### src/rtl/hazard_ctrl_pkg.sv
// Shared pipeline-control types: stall/flush codes, controller FSM states
// and the default mul/div latencies.
package hazard_ctrl_pkg;

    typedef enum logic [2:0] {
        NOSTALL = 3'd0,
        STALLF  = 3'd1,
        STALLD  = 3'd2,
        STALLE  = 3'd3,
        STALLM  = 3'd4,
        STALLW  = 3'd5
    } stall_t;

    typedef enum logic {
        NOFLUSH = 1'b0,
        FLUSHD  = 1'b1
    } flush_t;

    typedef enum logic [1:0] {
        F_IDLE  = 2'd0,
        F_DRAIN = 2'd1,
        F_REDIR = 2'd2
    } hazard_fetch_state_t;

    typedef enum logic [1:0] {
        MD_IDLE = 2'd0,
        MD_BUSY = 2'd1,
        MD_DONE = 2'd2
    } md_state_t;

    localparam int DEF_MUL_LAT = 3;
    localparam int DEF_DIV_LAT = 65;
    localparam int DEF_CNT_W   = 7;

    // A register-0 destination never creates a dependency.
    function automatic logic load_use_hit(
        input logic       ex_load,
        input logic [4:0] ex_rd,
        input logic [4:0] de_rs1,
        input logic [4:0] de_rs2,
        input logic       de_use1,
        input logic       de_use2
    );
        return ex_load && (ex_rd != 5'd0) &&
               ((de_use1 && (de_rs1 == ex_rd)) || (de_use2 && (de_rs2 == ex_rd)));
    endfunction

endpackage

### src/rtl/hazard_ctrl_md_timer.sv
// Mul/div occupancy timer: counts the execute-stage cycles of a multi-cycle
// op and then waits in MD_DONE until E/M captures the result.
module md_timer
    import hazard_ctrl_pkg::*;
#(
    parameter int MUL_LAT = DEF_MUL_LAT,
    parameter int DIV_LAT = DEF_DIV_LAT,
    parameter int CNT_W   = DEF_CNT_W
) (
    input  logic clk,
    input  logic resetn,
    input  logic start,
    input  logic is_div,
    input  logic hold,
    output logic busy,
    output logic done
);

    localparam logic [CNT_W-1:0] MUL_CNT = CNT_W'(MUL_LAT - 1);
    localparam logic [CNT_W-1:0] DIV_CNT = CNT_W'(DIV_LAT - 1);

    md_state_t        state, state_next;
    logic [CNT_W-1:0] cnt, cnt_next;

    always_ff @(posedge clk or negedge resetn) begin
        if (!resetn) begin
            state <= MD_IDLE;
            cnt   <= '0;
        end else begin
            state <= state_next;
            cnt   <= cnt_next;
        end
    end

    // The start cycle itself is the first occupied cycle, so the counter is
    // loaded with LAT-1 and BUSY is left when it reaches zero.
    always_comb begin
        state_next = state;
        cnt_next   = cnt;
        case (state)
            MD_IDLE: begin
                if (start) begin
                    cnt_next   = is_div ? DIV_CNT : MUL_CNT;
                    state_next = (cnt_next == '0) ? MD_DONE : MD_BUSY;
                end
            end
            MD_BUSY: begin
                cnt_next = cnt - CNT_W'(1);
                if (cnt_next == '0) begin
                    state_next = MD_DONE;
                end
            end
            MD_DONE: begin
                if (!hold) begin
                    state_next = MD_IDLE;
                end
            end
            default: state_next = MD_IDLE;
        endcase
    end

    assign busy = (state == MD_BUSY);
    assign done = (state == MD_DONE);

endmodule

### src/rtl/hazard_ctrl.sv
// Central 5-stage pipeline controller: stall/flush codes, branch redirect
// sequencing against in-flight fetches, and mul/div occupancy in execute.
module hazard_ctrl
    import hazard_ctrl_pkg::*;
#(
    parameter int MUL_LAT = DEF_MUL_LAT,
    parameter int DIV_LAT = DEF_DIV_LAT,
    parameter int CNT_W   = DEF_CNT_W
) (
    input  logic        clk,
    input  logic        resetn,
    input  logic        i_wait,
    input  logic        i_ok,
    input  logic        d_wait,
    input  logic        br_taken,
    input  logic [63:0] br_target,
    input  logic        ex_load,
    input  logic [4:0]  ex_rd,
    input  logic [4:0]  de_rs1,
    input  logic [4:0]  de_rs2,
    input  logic        de_use1,
    input  logic        de_use2,
    input  logic        md_start,
    input  logic        md_is_div,
    output stall_t      stop,
    output flush_t      bubble,
    output logic        pc_redirect,
    output logic [63:0] pc_target,
    output logic        discard_fetch,
    output logic        md_busy
);

    hazard_fetch_state_t f_state, f_next;
    logic [63:0]         tgt_q, tgt_next;
    stall_t              stop_c;
    logic                md_done;
    logic                md_stall;
    logic                load_use;
    logic                accept;

    md_timer #(
        .MUL_LAT (MUL_LAT),
        .DIV_LAT (DIV_LAT),
        .CNT_W   (CNT_W)
    ) u_md_timer (
        .clk    (clk),
        .resetn (resetn),
        .start  (md_start),
        .is_div (md_is_div),
        .hold   (stop_c == STALLM),
        .busy   (md_busy),
        .done   (md_done)
    );

    // md_start is ignored once the op has finished and awaits capture.
    assign md_stall = md_busy || (md_start && !md_done);
    assign load_use = load_use_hit(ex_load, ex_rd, de_rs1, de_rs2, de_use1, de_use2);

    always_comb begin
        stop_c = NOSTALL;
        if (d_wait) begin
            stop_c = STALLM;
        end else if (md_stall) begin
            stop_c = STALLE;
        end else if (load_use) begin
            stop_c = STALLD;
        end else if (i_wait || (f_state == F_DRAIN)) begin
            stop_c = STALLF;
        end
    end

    // Reset forces quiet outputs even while the inputs are still active.
    assign stop   = resetn ? stop_c : NOSTALL;
    assign accept = resetn && br_taken && (stop_c != STALLM) && (stop_c != STALLE);
    assign bubble = accept ? FLUSHD : NOFLUSH;

    always_ff @(posedge clk or negedge resetn) begin
        if (!resetn) begin
            f_state <= F_IDLE;
            tgt_q   <= '0;
        end else begin
            f_state <= f_next;
            tgt_q   <= tgt_next;
        end
    end

    // A redirect taken while a fetch is outstanding must wait for that
    // response to be dropped; a newer branch always replaces the old target.
    always_comb begin
        f_next        = f_state;
        tgt_next      = tgt_q;
        pc_redirect   = 1'b0;
        pc_target     = '0;
        discard_fetch = 1'b0;
        case (f_state)
            F_IDLE: begin
                if (accept) begin
                    if (i_wait && !i_ok) begin
                        f_next   = F_DRAIN;
                        tgt_next = br_target;
                    end else begin
                        pc_redirect = 1'b1;
                        pc_target   = br_target;
                    end
                end
            end
            F_DRAIN: begin
                discard_fetch = 1'b1;
                if (accept) begin
                    tgt_next = br_target;
                end
                if (i_ok) begin
                    f_next = F_REDIR;
                end
            end
            F_REDIR: begin
                pc_redirect = 1'b1;
                pc_target   = accept ? br_target : tgt_q;
                f_next      = F_IDLE;
            end
            default: f_next = F_IDLE;
        endcase
    end

endmodule

### config.mk
export PLATFORM = sky130hd
export DESIGN_NAME = hazard_ctrl
export DESIGN_NICKNAME = d
export VERILOG_FILES = /design/src/rtl/hazard_ctrl_pkg.sv /design/src/rtl/hazard_ctrl_md_timer.sv /design/src/rtl/hazard_ctrl.sv
export SDC_FILE = /design/constraint.sdc
export NUM_CORES = 1
export LEC_CHECK = 0
export ABC_AREA = 1
export CORE_MARGIN = 5
export CORE_UTILIZATION = 52
export DETAILED_ROUTE_END_ITERATION = 16
export HOLD_SLACK_MARGIN = 0.06
export PLACE_DENSITY_LB_ADDON = 0.15
export SLEW_MARGIN = 20
export SYNTH_ARGS = -nofsm -noshare
export SYNTH_HDL_FRONTEND = slang
export SYNTH_HIERARCHICAL = 1
export SYNTH_SLANG_ARGS = --single-unit
### constraint.sdc
create_clock -name clk -period 3.6 [get_ports clk]
set_input_delay 0.72 -clock clk [delete_from_list [all_inputs] [get_ports clk]]
set_output_delay 0.72 -clock clk [all_outputs]
set_load 0.02 [all_outputs]
### Word-level counts from Yosys, hierarchy flattened

Index checks and enable logic that the tools add are counted.

| word-level totals | value |
|---|---|
| ROM bits | 0 |
| output and inout port bits | 71 |
| input bits | 90 |
| word-level logic and storage cells | 74 |
| RAM bits | 0 |
| bits in registers | 75 |
| bits in latches | 0 |
| memories kept | 0 |

| operators by class | value |
|---|---|
| bitwise operators | 0 |
| $mul | 0 |
| eq/ne operators | 15 |
| reductions and logical operators | 25 |
| magnitude comparators | 0 |
| shift-type cells | 0 |
| div/mod/pow operators | 0 |
| mux-type cells | 29 |
| add/sub/neg operators | 1 |

Operators with widths:

| kind | count |
|---|---|
| 64-bit 2-to-1 mux | 5 |
| 64-bit one-hot mux with 2 select lines | 2 |
| 2-bit 2-to-1 mux | 9 |
| 7-bit zero test | 2 |
| 7-bit 2-to-1 mux | 2 |
| 7-bit one-hot mux with 2 select lines | 1 |
| 5-bit equality test | 2 |
| 2-bit != test (second input constant) | 5 |
| 1-bit logical AND | 9 |
| 3-bit AND reduction | 3 |
| 7-bit by 1-bit subtractor with 7-bit output (second input constant) | 1 |
| 3-bit 2-to-1 mux | 2 |
| 2-bit one-hot mux with 3 select lines | 1 |
| 1-bit 2-to-1 mux | 5 |
| 5-bit nonzero test | 1 |
| 2-bit by 1-bit equality test with 1-bit output (second input constant) | 2 |
| 2-bit equality test (second input constant) | 2 |
| 2-bit zero test | 2 |
| 2-bit one-hot mux with 2 select lines | 1 |
| 2-bit nonzero test | 2 |
| 3-bit equality test (second input constant) | 1 |
| 1-bit logical OR | 3 |
| 3-bit by 2-bit != test with 1-bit output (second input constant) | 1 |
| 3-bit != test (second input constant) | 1 |
| 4 further kinds | 5 |

### Logic depth before layout (Yosys ltp)

Gate-level depths: netlist (run 1).

| depth | value |
|---|---|
| depth after elaboration | 12 |
| gate-level depth with buffers | 12 |
| depth with buffers taken out | 11 |

### By module

Netlist (run 1), hierarchy kept.

By module, submodules not included:

| module | sequential area each (sq um) | times used | cells an instance | area each (sq um) |
|---|---|---|---|---|
| hazard_ctrl | 1651.6 | 1 | 788 | 4823.4 |
| md_timer | 225.2 | 1 | 76 | 558.0 |

### Worst setup path after synthesis (run 1)

No wires, ideal clock.

| timing path | value |
|---|---|
| path type | input to output |
| start | in d_wait |
| end | out pc_target[25] |
| stages on the path | 7 |
| data arrival time | 2.010 ns |
| path buffers | 2 |
| slack | 0.870 ns |
| cell sequence | inv_1 -> nand3_2 -> nor2_4 -> buf_6 -> buf_4 -> nand2_1 -> o31ai_1 |

| on the way | value |
|---|---|
| longest elaborated chain between the ends | 6 |
| elaborated cells between the ends (all ways) | 8 |
| those cells by class | 2 x eq/ne; 4 x mux; 2 x reduce/logical |

RTL lines:

| what | line | text |
|---|---|---|
| start, declared | hazard_ctrl.sv:14 | `input logic d_wait,` |
| 3-bit 2-to-1 mux (*) | hazard_ctrl.sv:61 | `if (d_wait) begin` |
| 3-bit != test | hazard_ctrl.sv:74 | `assign accept = resetn && br_taken && (stop_c != STALLM) && (stop_c != STALLE);` |
| 1-bit logical AND | hazard_ctrl.sv:74 |  |
| 1-bit logical AND (*) | hazard_ctrl.sv:74 |  |
| 64-bit 2-to-1 mux, on equally long branches | -- |  |
| 64-bit one-hot mux with 2 select lines (*) | hazard_ctrl.sv:95 | `case (f_state)` |
| end, declared | hazard_ctrl.sv:28 | `output logic [63:0] pc_target,` |

Mark *: on every way between the ends. The rest lies on a longest branch, timed or not.

### Worst setup path in the final report (run 1)

| timing path | value |
|---|---|
| start | in d_wait |
| end | out pc_target[18] |

The elaborated chain is that of the path after synthesis.

==> reports/metrics.yaml, run 1 <==
timing:
  worst_clock_skew_ns: 0.0121
  setup_viol: 0
  worst_pin_slew_ns: 0.973
  fmax_ghz: 0.292
  period_needed_ns: 3.43
  min_period_over_period_pct: 95.2
  report.final.slew_viol_count: 0
  slew_headroom_pct: 35.1
  fin_setup_tns_ns: 0
  rsz0062_at_grt: "yes"
  hold_viol: 0
  fin_ws_ns: 0.174
placed_design:
  dp.cells: 1136
  pre_cts_ws_ns: -0.0347
  portBuffers: 160
  gp_congestion: 0.848
  hpwl_microns: 10500
worst_setup_path:
  r2r_setup_slack_ns: 1.23
  critPathSlowestCell: "clkdlybuf4s50_1"
  critPathKind: "in -> out"
  required_ns: 2.88
  arrival_ns: 2.71
  r2r-end: "tgt_q[13]"
  startpoint_type: "input port"
  critPathMaxFanout: 36
  rr_worst_depth: 11
  path_cells: "clkdlybuf4s50_1 > inv_1 > nand3_2 > nor2_4 > buf_4 > nand2_1 > buf_12 > o21ai_1 > clkdlybuf4s50_1"
  crit_top_cell: "clkdlybuf4s50_1"
  worstSetupEndpointType: "output port"
  r2r-start: "u_md_timer/state[0]"
  max_stage_delay_ns: 0.64
logic_synthesis:
  synth_area_sq_um: 5380
  yosys-top-cells-area: "dfrtp_1 (35%), o21ai_0 (18%), nand2_1 (15%), inv_1 (9.4%), a21oi_1 (8.1%)"
  synth_cell_types: 29
  ys_warn_count: 6
  synth_top_area_cell: "dfrtp_1"
  synth_top_area_share_pct: 34.9
  netlist_instances: 864
  ys_seq_area_share_pct: 34.9
  ys_ff_latch: 75
  avgSynthCellArea_sq_um: 6.23
  syn_nets: 956
route:
  final_antenna_net_count: 0
  drcViolationCount: 0
  wl_per_cell_microns: 13.4
  drt_iter0_drc: 497
  dr.pass1.iters: 7
  routed-via-count: 5937
  viasPerCell: 5.16
  wirelength_microns: 15400
die:
  die_area_sq_um: 12500
  rows: 37
  die-height_microns: 112
  die_x_microns: 112
  core-area_sq_um: 10200
  start_util_pct: 52.6
  io_pins: 161
hold_path:
  hold_depth: 2
  whs_endpoint: "tgt_q[54]"
  hold_path.startpoint: "tgt_q[54]"
  holdCritPathClass: "reg -> reg"
clock_network:
  clk_pin_slew_ns: 0.07
  clkSinkCount: 75
  cts_buffers: 9
  clk_latency_ns: 0.35
  htreeDepth: 3
  cts_hold_buf: 0
  tritoncts: "done"
  clock_path_buffers: 2
  ctsRootBufferMaster: "clkbuf_8"
global_routing:
  grt_start_max_net_pins: 76
  antenna_found_initial: 0
  grt-ovfl-total: 0
  track_usage_pct: 24.2
  grt_first_pass_wirelength_microns: 25700
  grt_pass1_vias: 5412
finish:
  num_antenna_cells: 0
  fillers: 858
  final_common_cell: "nand2_1"
  area_delta_synth_final_pct: 40.9
  fin_cells: 1151
  final_nets: 1103
  mostFrequentLayoutCells: "nand2_1 (214), o21ai_0 (193), inv_1 (135)"
  layout-drive-gt1-share_pct: 7.00
  fin_util_pct: 74.1
power_and_ir_drop:
  power.density_nw_per_um2: 458
  leakagePower_nw: 4.43
  vdd_drop_max_uv: 256
status:
  status: "finished, final reports clean"
run:
  cap_violations: 0
-- sequential cells by signal (all words and copies together), names as in the netlist --
signal and flops:
f_state 2, u_md_timer/state 2, u_md_timer/cnt 7, tgt_q 64
-- stage by stage --
stage	hold WS [ns]	instance area, sq um	power [mW]
5_1_grt	0.551	7580	3.78
3_3_place_gp	0.501	7240	2.72
2_1_floorplan	0.424	5380	2.33
6_report	0.523	7580	3.47
4_1_cts	0.529	7440	3.48
3_5_place_dp	0.515	7240	2.76
-- layer usage --
layer	track usage (%)	share of wire [%]
met1	33.3	45
met2	38.9	47
met3	5.38	6.9
met4	6.16	1.2
met5	0	0
-- what timing repair did --
| action | CTS | global route |
|---|---|---|
| endpoints found under the setup margin | 6 | 61 |
| gates resized for setup | 3 | 61 |
| buffers inserted | 0 | 0 |
-- cells by family after synthesis --
group	synth area share [%]
flops	34.9
buf+inv	14.4
simple gates	21.0
fa+ha+maj	0.465
compound gates	29.2
-- where the power goes --
part / leakage [nW] / total, mW / switching (mW) / internal [mW]
logic: 3.45 / 1.35 / 0.776 / 0.570
clock network: 0.106 / 0.710 / 0.324 / 0.386
registers: 0.874 / 1.42 / 0.171 / 1.24
-- layout make-up --
| class | count | area (sq um) | area share, % |
|---|---|---|---|
| clock buffers | 10 | 128 | 1.68 |
| well taps | 136 | 170 | 2.24 |
| repair buffers | 189 | 2040 | 26.9 |
| clock inverters | 5 | 78.8 | 1.04 |
| multi-input cells | 592 | 2750 | 36.2 |
| inverters | 144 | 546 | 7.19 |
| flip-flops and latches | 75 | 1880 | 24.7 |
-- critical path: cells and delay by family --
family                 cells  cell delay, ns
AOI/OAI and AO/OA          1            0.12
and+or+nand+nor            3            0.37
buffers and inverters      5            1.50
-- worst max path at each step --
stage	startpoint	to	slack, ns	cells after the start
floorplan	d_wait	pc_target[25]	0.87	7
global placement	d_wait	pc_target[27]	-0.02	10
detailed placement	d_wait	pc_target[27]	-0.03	10
CTS	md_start	pc_target[28]	-0.03	11
global route	md_start	pc_target[34]	-0.003	10
finish	d_wait	pc_target[18]	0.17	9
-- synthesized netlist by cell type, drive strengths merged --
library cell  count
a21oi            87
a22oi             1
buf              24
clkbuf           29
dfrtp            75
ha                2
inv             144
nand2           220
nand3            11
nand4             3
nor2             45
o211ai            1
o21ai           213
o221ai            1
o22ai             1
o31ai             4
o32ai             1
or2               2
(Power assumes the default switching activity.)
==> run 2: changes to the inputs <==
- ABC_CLOCK_PERIOD_IN_PS: default -> 3600
- CORE_UTILIZATION: 52 -> 65
- DONT_BUFFER_PORTS: default -> 1
==> reports/metrics.yaml, run 2 (synthesis results as in run 1) <==
run:
  cap_violations: 0
clock_network:
  post-cts-setup-buffers: 0
  tritoncts: "done"
  clk_pin_slew_ns: 0.08
  clkSinkCount: 75
  clock_path_buffers: 2
  clk_latency_ns: 0.34
  ctsRootBufferMaster: "clkbuf_8"
  cts_buffers: 9
  htreeDepth: 3
global_routing:
  grt-ovfl-total: 0
  track_usage_pct: 28.3
  antenna_found_initial: 0
  grt_pass1_vias: 5343
  grt_start_max_net_pins: 69
  grt_first_pass_wirelength_microns: 23600
timing:
  rsz0062_at_grt: "no"
  report.final.slew_viol_count: 0
  worst_pin_slew_ns: 0.992
  fin_setup_tns_ns: 0
  hold_viol: 0
  worst_clock_skew_ns: 0.0101
  slew_headroom_pct: 33.8
  fmax_ghz: 0.306
  period_needed_ns: 3.27
  min_period_over_period_pct: 90.9
  setup_viol: 0
worst_setup_path:
  critPathKind: "reg -> out"
  critPathMaxFanout: 40
  r2r-start: "u_md_timer/state[1]"
  worstSetupEndpointType: "output port"
  arrival_ns: 2.55
  required_ns: 2.88
  startpoint_type: "flip-flop"
  rr_worst_depth: 10
  worstSetupStartpoint: "u_md_timer/state[1]"
route:
  routed-via-count: 5693
  drcViolationCount: 0
  final_antenna_net_count: 0
  dr.pass1.iters: 5
  viasPerCell: 5.69
  drt_iter0_drc: 378
  wirelength_microns: 14500
  wl_per_cell_microns: 14.5
die:
  die_area_sq_um: 10200
  die-height_microns: 101
  rows: 33
  start_util_pct: 66.2
  core-area_sq_um: 8130
  io_pins: 161
  die_x_microns: 101
status:
  status: "finished, final reports clean"
finish:
  final_common_cell: "nand2_1"
  multi_input_area_sq_um: 2750
  biggestRegsByFlops: "tgt_q (64), u_md_timer/cnt (7)"
  regMostFlops: "tgt_q"
  fin_cells: 1000
  largest_reg_flops: 64
  regArea_sq_um: 1880
  fillers: 633
  final_nets: 984
  mostFrequentLayoutCells: "nand2_1 (214), o21ai_0 (195), inv_1 (135)"
  area_delta_synth_final_pct: 12.5
  layout-drive-gt1-share_pct: 12.2
  num_antenna_cells: 0
placed_design:
  hpwl_microns: 9860
  portBuffers: 0
  dp.cells: 984
  gp_congestion: 0.827
power_and_ir_drop:
  vdd_drop_max_uv: 285
  power.density_nw_per_um2: 533
  leakagePower_nw: 3.00
hold_path:
  holdCritPathClass: "in -> async"
## run 2: changes by cell type in the layout (fill, tap and decap cells not counted), moves of 2 or more
| cell | delta |
|---|---|
| buf_4 | +42 |
| dlymetal6s2s_1 | -56 |
| o21ai_0 | +2 |
| clkdlybuf4s50_1 | -100 |
| buf_12 | -3 |
| dlygate4sd2_1 | -3 |
| o21ai_1 | -2 |
## run 2: worst max-delay path, cell delays in order (launching register included)
cell and delay (ns):
dfrtp_1 0.42, nor2_4 0.33, inv_1 0.08, nand2_1 0.14, nor2_4 0.08, inv_2 0.44, nand2_1 0.13, o21ai_0 0.17
nand2_1 0.11, o31ai_1 0.11, buf_4 0.21
## run 2: worst paths after layout
kind,end,slack [ns]
setup / recovery,pc_target[33],0.33
hold / removal,tgt_q[19],0.08
setup reg to reg,tgt_q[56],0.97
hold reg to reg,tgt_q[49],0.53
max in group asynchronous,u_md_timer/cnt[6],2.47
min in group clk,f_state[0],0.49
## run 2: what timing repair did
action                    CTS  global route
gates resized for setup     0             0
hold endpoints to repair   11            33
hold buffers                1             1
## run 2: layer usage
| layer | share of wire [%] | track usage [%] | vias to the layer above |
|---|---|---|---|
| li1 | - | - | 2813 |
| met1 | 39 | 34.6 | 2596 |
| met2 | 49 | 48.6 | 258 |
| met3 | 9.9 | 6.44 | 26 |
| met4 | 1.6 | 10.5 | 0 |
| met5 | 0 | 0 | - |
## run 2: metrics by stage
step | setup WS [ns] | hold WS [ns] | util, % | power, mW | instance area (sq um)
after floorplan | 0.870 | 0.424 | - | 2.33 | 5380
after global placement | 0.689 | 0.426 | 71.8 | 2.49 | 5840
after detailed placement | 0.663 | 0.426 | 71.8 | 2.59 | 5840
after CTS | 0.361 | 0.0659 | 74.2 | 3.22 | 6030
after global routing | 0.146 | 0.0624 | 74.4 | 3.51 | 6050
final | 0.329 | 0.0787 | 74.4 | 3.23 | 6050
## run 2: power breakdown
part / switching (mW) / total, mW / internal, mW / leakage, nW
Combinational: 0.752 / 1.18 / 0.432 / 2.03
Clock: 0.295 / 0.624 / 0.330 / 0.0950
Sequential: 0.172 / 1.42 / 1.25 / 0.874
Total: 1.22 / 3.23 / 2.01 / 3.00
## run 2: final cells by class
| type | count | area share, % |
|---|---|---|
| multi-input combinational | 592 | 45.3 |
| sequential | 75 | 31.0 |
| timing repair buffer | 70 | 9.55 |
| inverter | 144 | 8.93 |
| clock buffer | 11 | 2.34 |
| tap | 105 | 2.17 |
| clock inverter | 3 | 0.661 |
==> run 3: changes to the inputs <==
- CTS_CLUSTER_DIAMETER: default -> 200
- REMOVE_ABC_BUFFERS: default -> 1
==> reports/metrics.yaml, run 3 (synthesis results as in run 1) <==
status:
  status: "finished, final reports clean"
timing:
  report.final.slew_viol_count: 0
  fin_setup_tns_ns: 0
  min_period_over_period_pct: 90.9
  rsz0062_at_grt: "no"
  worst_pin_slew_ns: 1.08
  hold_viol: 0
  fmax_ghz: 0.306
  slew_headroom_pct: 28.1
  period_needed_ns: 3.27
  setup_viol: 0
  worst_clock_skew_ns: 0.0125
worst_setup_path:
  path_cells: "inv_2 > nor2_1 > inv_1 > nand2_1 > nand2_1 > nor2_4 > buf_12 > nand2_1 > o21ai_0 > nand2_1 > o21ai_0 > buf_4"
  required_ns: 2.88
  worstSetupEndpointType: "output port"
  r2r-end: "tgt_q[44]"
  crit_family: "simple AND/OR/NAND/NOR gates"
  crit_buf_inv: 4
  critPathSlowestCell: "dfrtp_1"
  r2r_setup_slack_ns: 1.17
  r2r-start: "u_md_timer/state[1]"
  worstSetupStartpoint: "u_md_timer/state[1]"
  critPathKind: "reg -> out"
  arrival_ns: 2.55
  rr_worst_depth: 9
  max_stage_delay_ns: 0.41
  crit_top_cell: "nand2_1"
  startpoint_type: "flip-flop"
  critPathMaxFanout: 86
power_and_ir_drop:
  power.switching_mw: 1.28
  vdd_drop_max_uv: 284
  p_int_mw: 2.02
  power.density_nw_per_um2: 542
  power.total_mw: 3.29
  combinationalPowerShare_pct: 36.5
  swShare_pct: 38.7
  seq_power_share_pct: 43.1
  leakagePower_nw: 2.99
  power_frac_clock_pct: 20.5
finish:
  regMostFlops: "tgt_q"
  final_nets: 983
  layout-drive-gt1-share_pct: 12.3
  largest_reg_flops: 64
  fin_cells: 1001
  area_delta_synth_final_pct: 12.9
  final_common_cell: "nand2_1"
  num_antenna_cells: 0
  fin_area_sq_um: 6070
  mostFrequentLayoutCells: "nand2_1 (214), o21ai_0 (195), inv_1 (135)"
  fillers: 650
  fin_util_pct: 74.7
  biggestRegsByFlops: "tgt_q (64), u_md_timer/cnt (7)"
global_routing:
  grt_first_pass_wirelength_microns: 25000
  grt_start_max_net_pins: 87
  grt_pass1_vias: 5399
  track_usage_pct: 29.9
  antenna_found_initial: 0
  grt-ovfl-total: 0
placed_design:
  place_area_sq_um: 5830
  dp.cells: 983
  gp_congestion: 0.861
  portBuffers: 0
  hpwl_microns: 9840
route:
  final_antenna_net_count: 0
  routed-via-count: 5762
  drt_iter0_drc: 404
  drcViolationCount: 0
  wl_per_cell_microns: 15.1
  wirelength_microns: 15100
  dr.pass1.iters: 5
  viasPerCell: 5.76
clock_network:
  clock_path_buffers: 2
  tritoncts: "done"
  cts_buffers: 9
  clk_latency_ns: 0.36
  clk_pin_slew_ns: 0.09
  htreeDepth: 3
  postCtsResizedCells: 0
  post-cts-setup-buffers: 0
  ctsRootBufferMaster: "clkbuf_8"
  clkSinkCount: 75
  cts_hold_buf: 2
die:
  start_util_pct: 66.2
  die_x_microns: 101
  die_area_sq_um: 10200
  io_pins: 161
  die-height_microns: 101
  rows: 33
  core-area_sq_um: 8130
run:
  cap_violations: 0
hold_path:
  holdCritPathClass: "in -> async"
## run 3: cell count changes in the layout (fill, tap and decap cells not counted)
cell,delta
buf_16,+1
buf_12,-1
inv_6,+1
clkinv_2,-2
clkinvlp_4,+3
buf_4,-1
## run 3: worst max-delay path by stage
stage	end	depth (start not counted)
detailed placement	pc_target[59]	9
finish	pc_target[59]	12
CTS	pc_target[59]	12
global placement	pc_target[33]	8
global route	pc_target[58]	11
floorplan	pc_target[0]	5
## run 3: power groups by stage
stage	Clock (mW)	Sequential (mW)	Combinational [mW]
finish	0.675	1.42	1.20
detailed placement	0	1.43	1.16
floorplan	0	1.38	0.938
global route	0.726	1.47	1.39
global placement	0	1.41	1.08
CTS	0.676	1.41	1.20
## run 3: per-stage QoR
| stage | setup slack [ns] | hold slack, ns |
|---|---|---|
| 2_1_floorplan | -0.763 | 0.424 |
| 3_3_place_gp | 0.684 | 0.427 |
| 3_5_place_dp | 0.630 | 0.427 |
| 4_1_cts | 0.387 | 0.249 |
| 5_1_grt | 0.0890 | 0.244 |
| 6_report | 0.327 | 0.229 |
## run 3: metal layers
metal | vias to the layer above | global-route usage [%] | share of wire [%]
li1 | 2809 | - | -
met1 | 2671 | 38.3 | 40
met2 | 248 | 49.1 | 48
met3 | 34 | 8.44 | 10
met4 | 0 | 9.51 | 2.4
met5 | - | 0 | 0
## run 3: cell type report
| class | instances | area [sq um] | share of cell area [%] |
|---|---|---|---|
| inverter | 144 | 541 | 8.90 |
| timing repair buffer | 69 | 578 | 9.52 |
| sequential | 75 | 1880 | 30.9 |
| clock buffer | 11 | 141 | 2.33 |
| tap | 105 | 131 | 2.16 |
| clock inverter | 5 | 61.3 | 1.01 |
| multi-input combinational | 592 | 2750 | 45.2 |
## run 3: worst reg2reg max path, cell delays in order, from the launching register on
cell and delay (ns):
dfrtp_1 0.41, inv_2 0.06, nor2_1 0.12, inv_1 0.05, nand2_1 0.05, nand2_1 0.08, nor2_4 0.36, o21ai_4 0.09
inv_2 0.76, o21ai_0 0.27
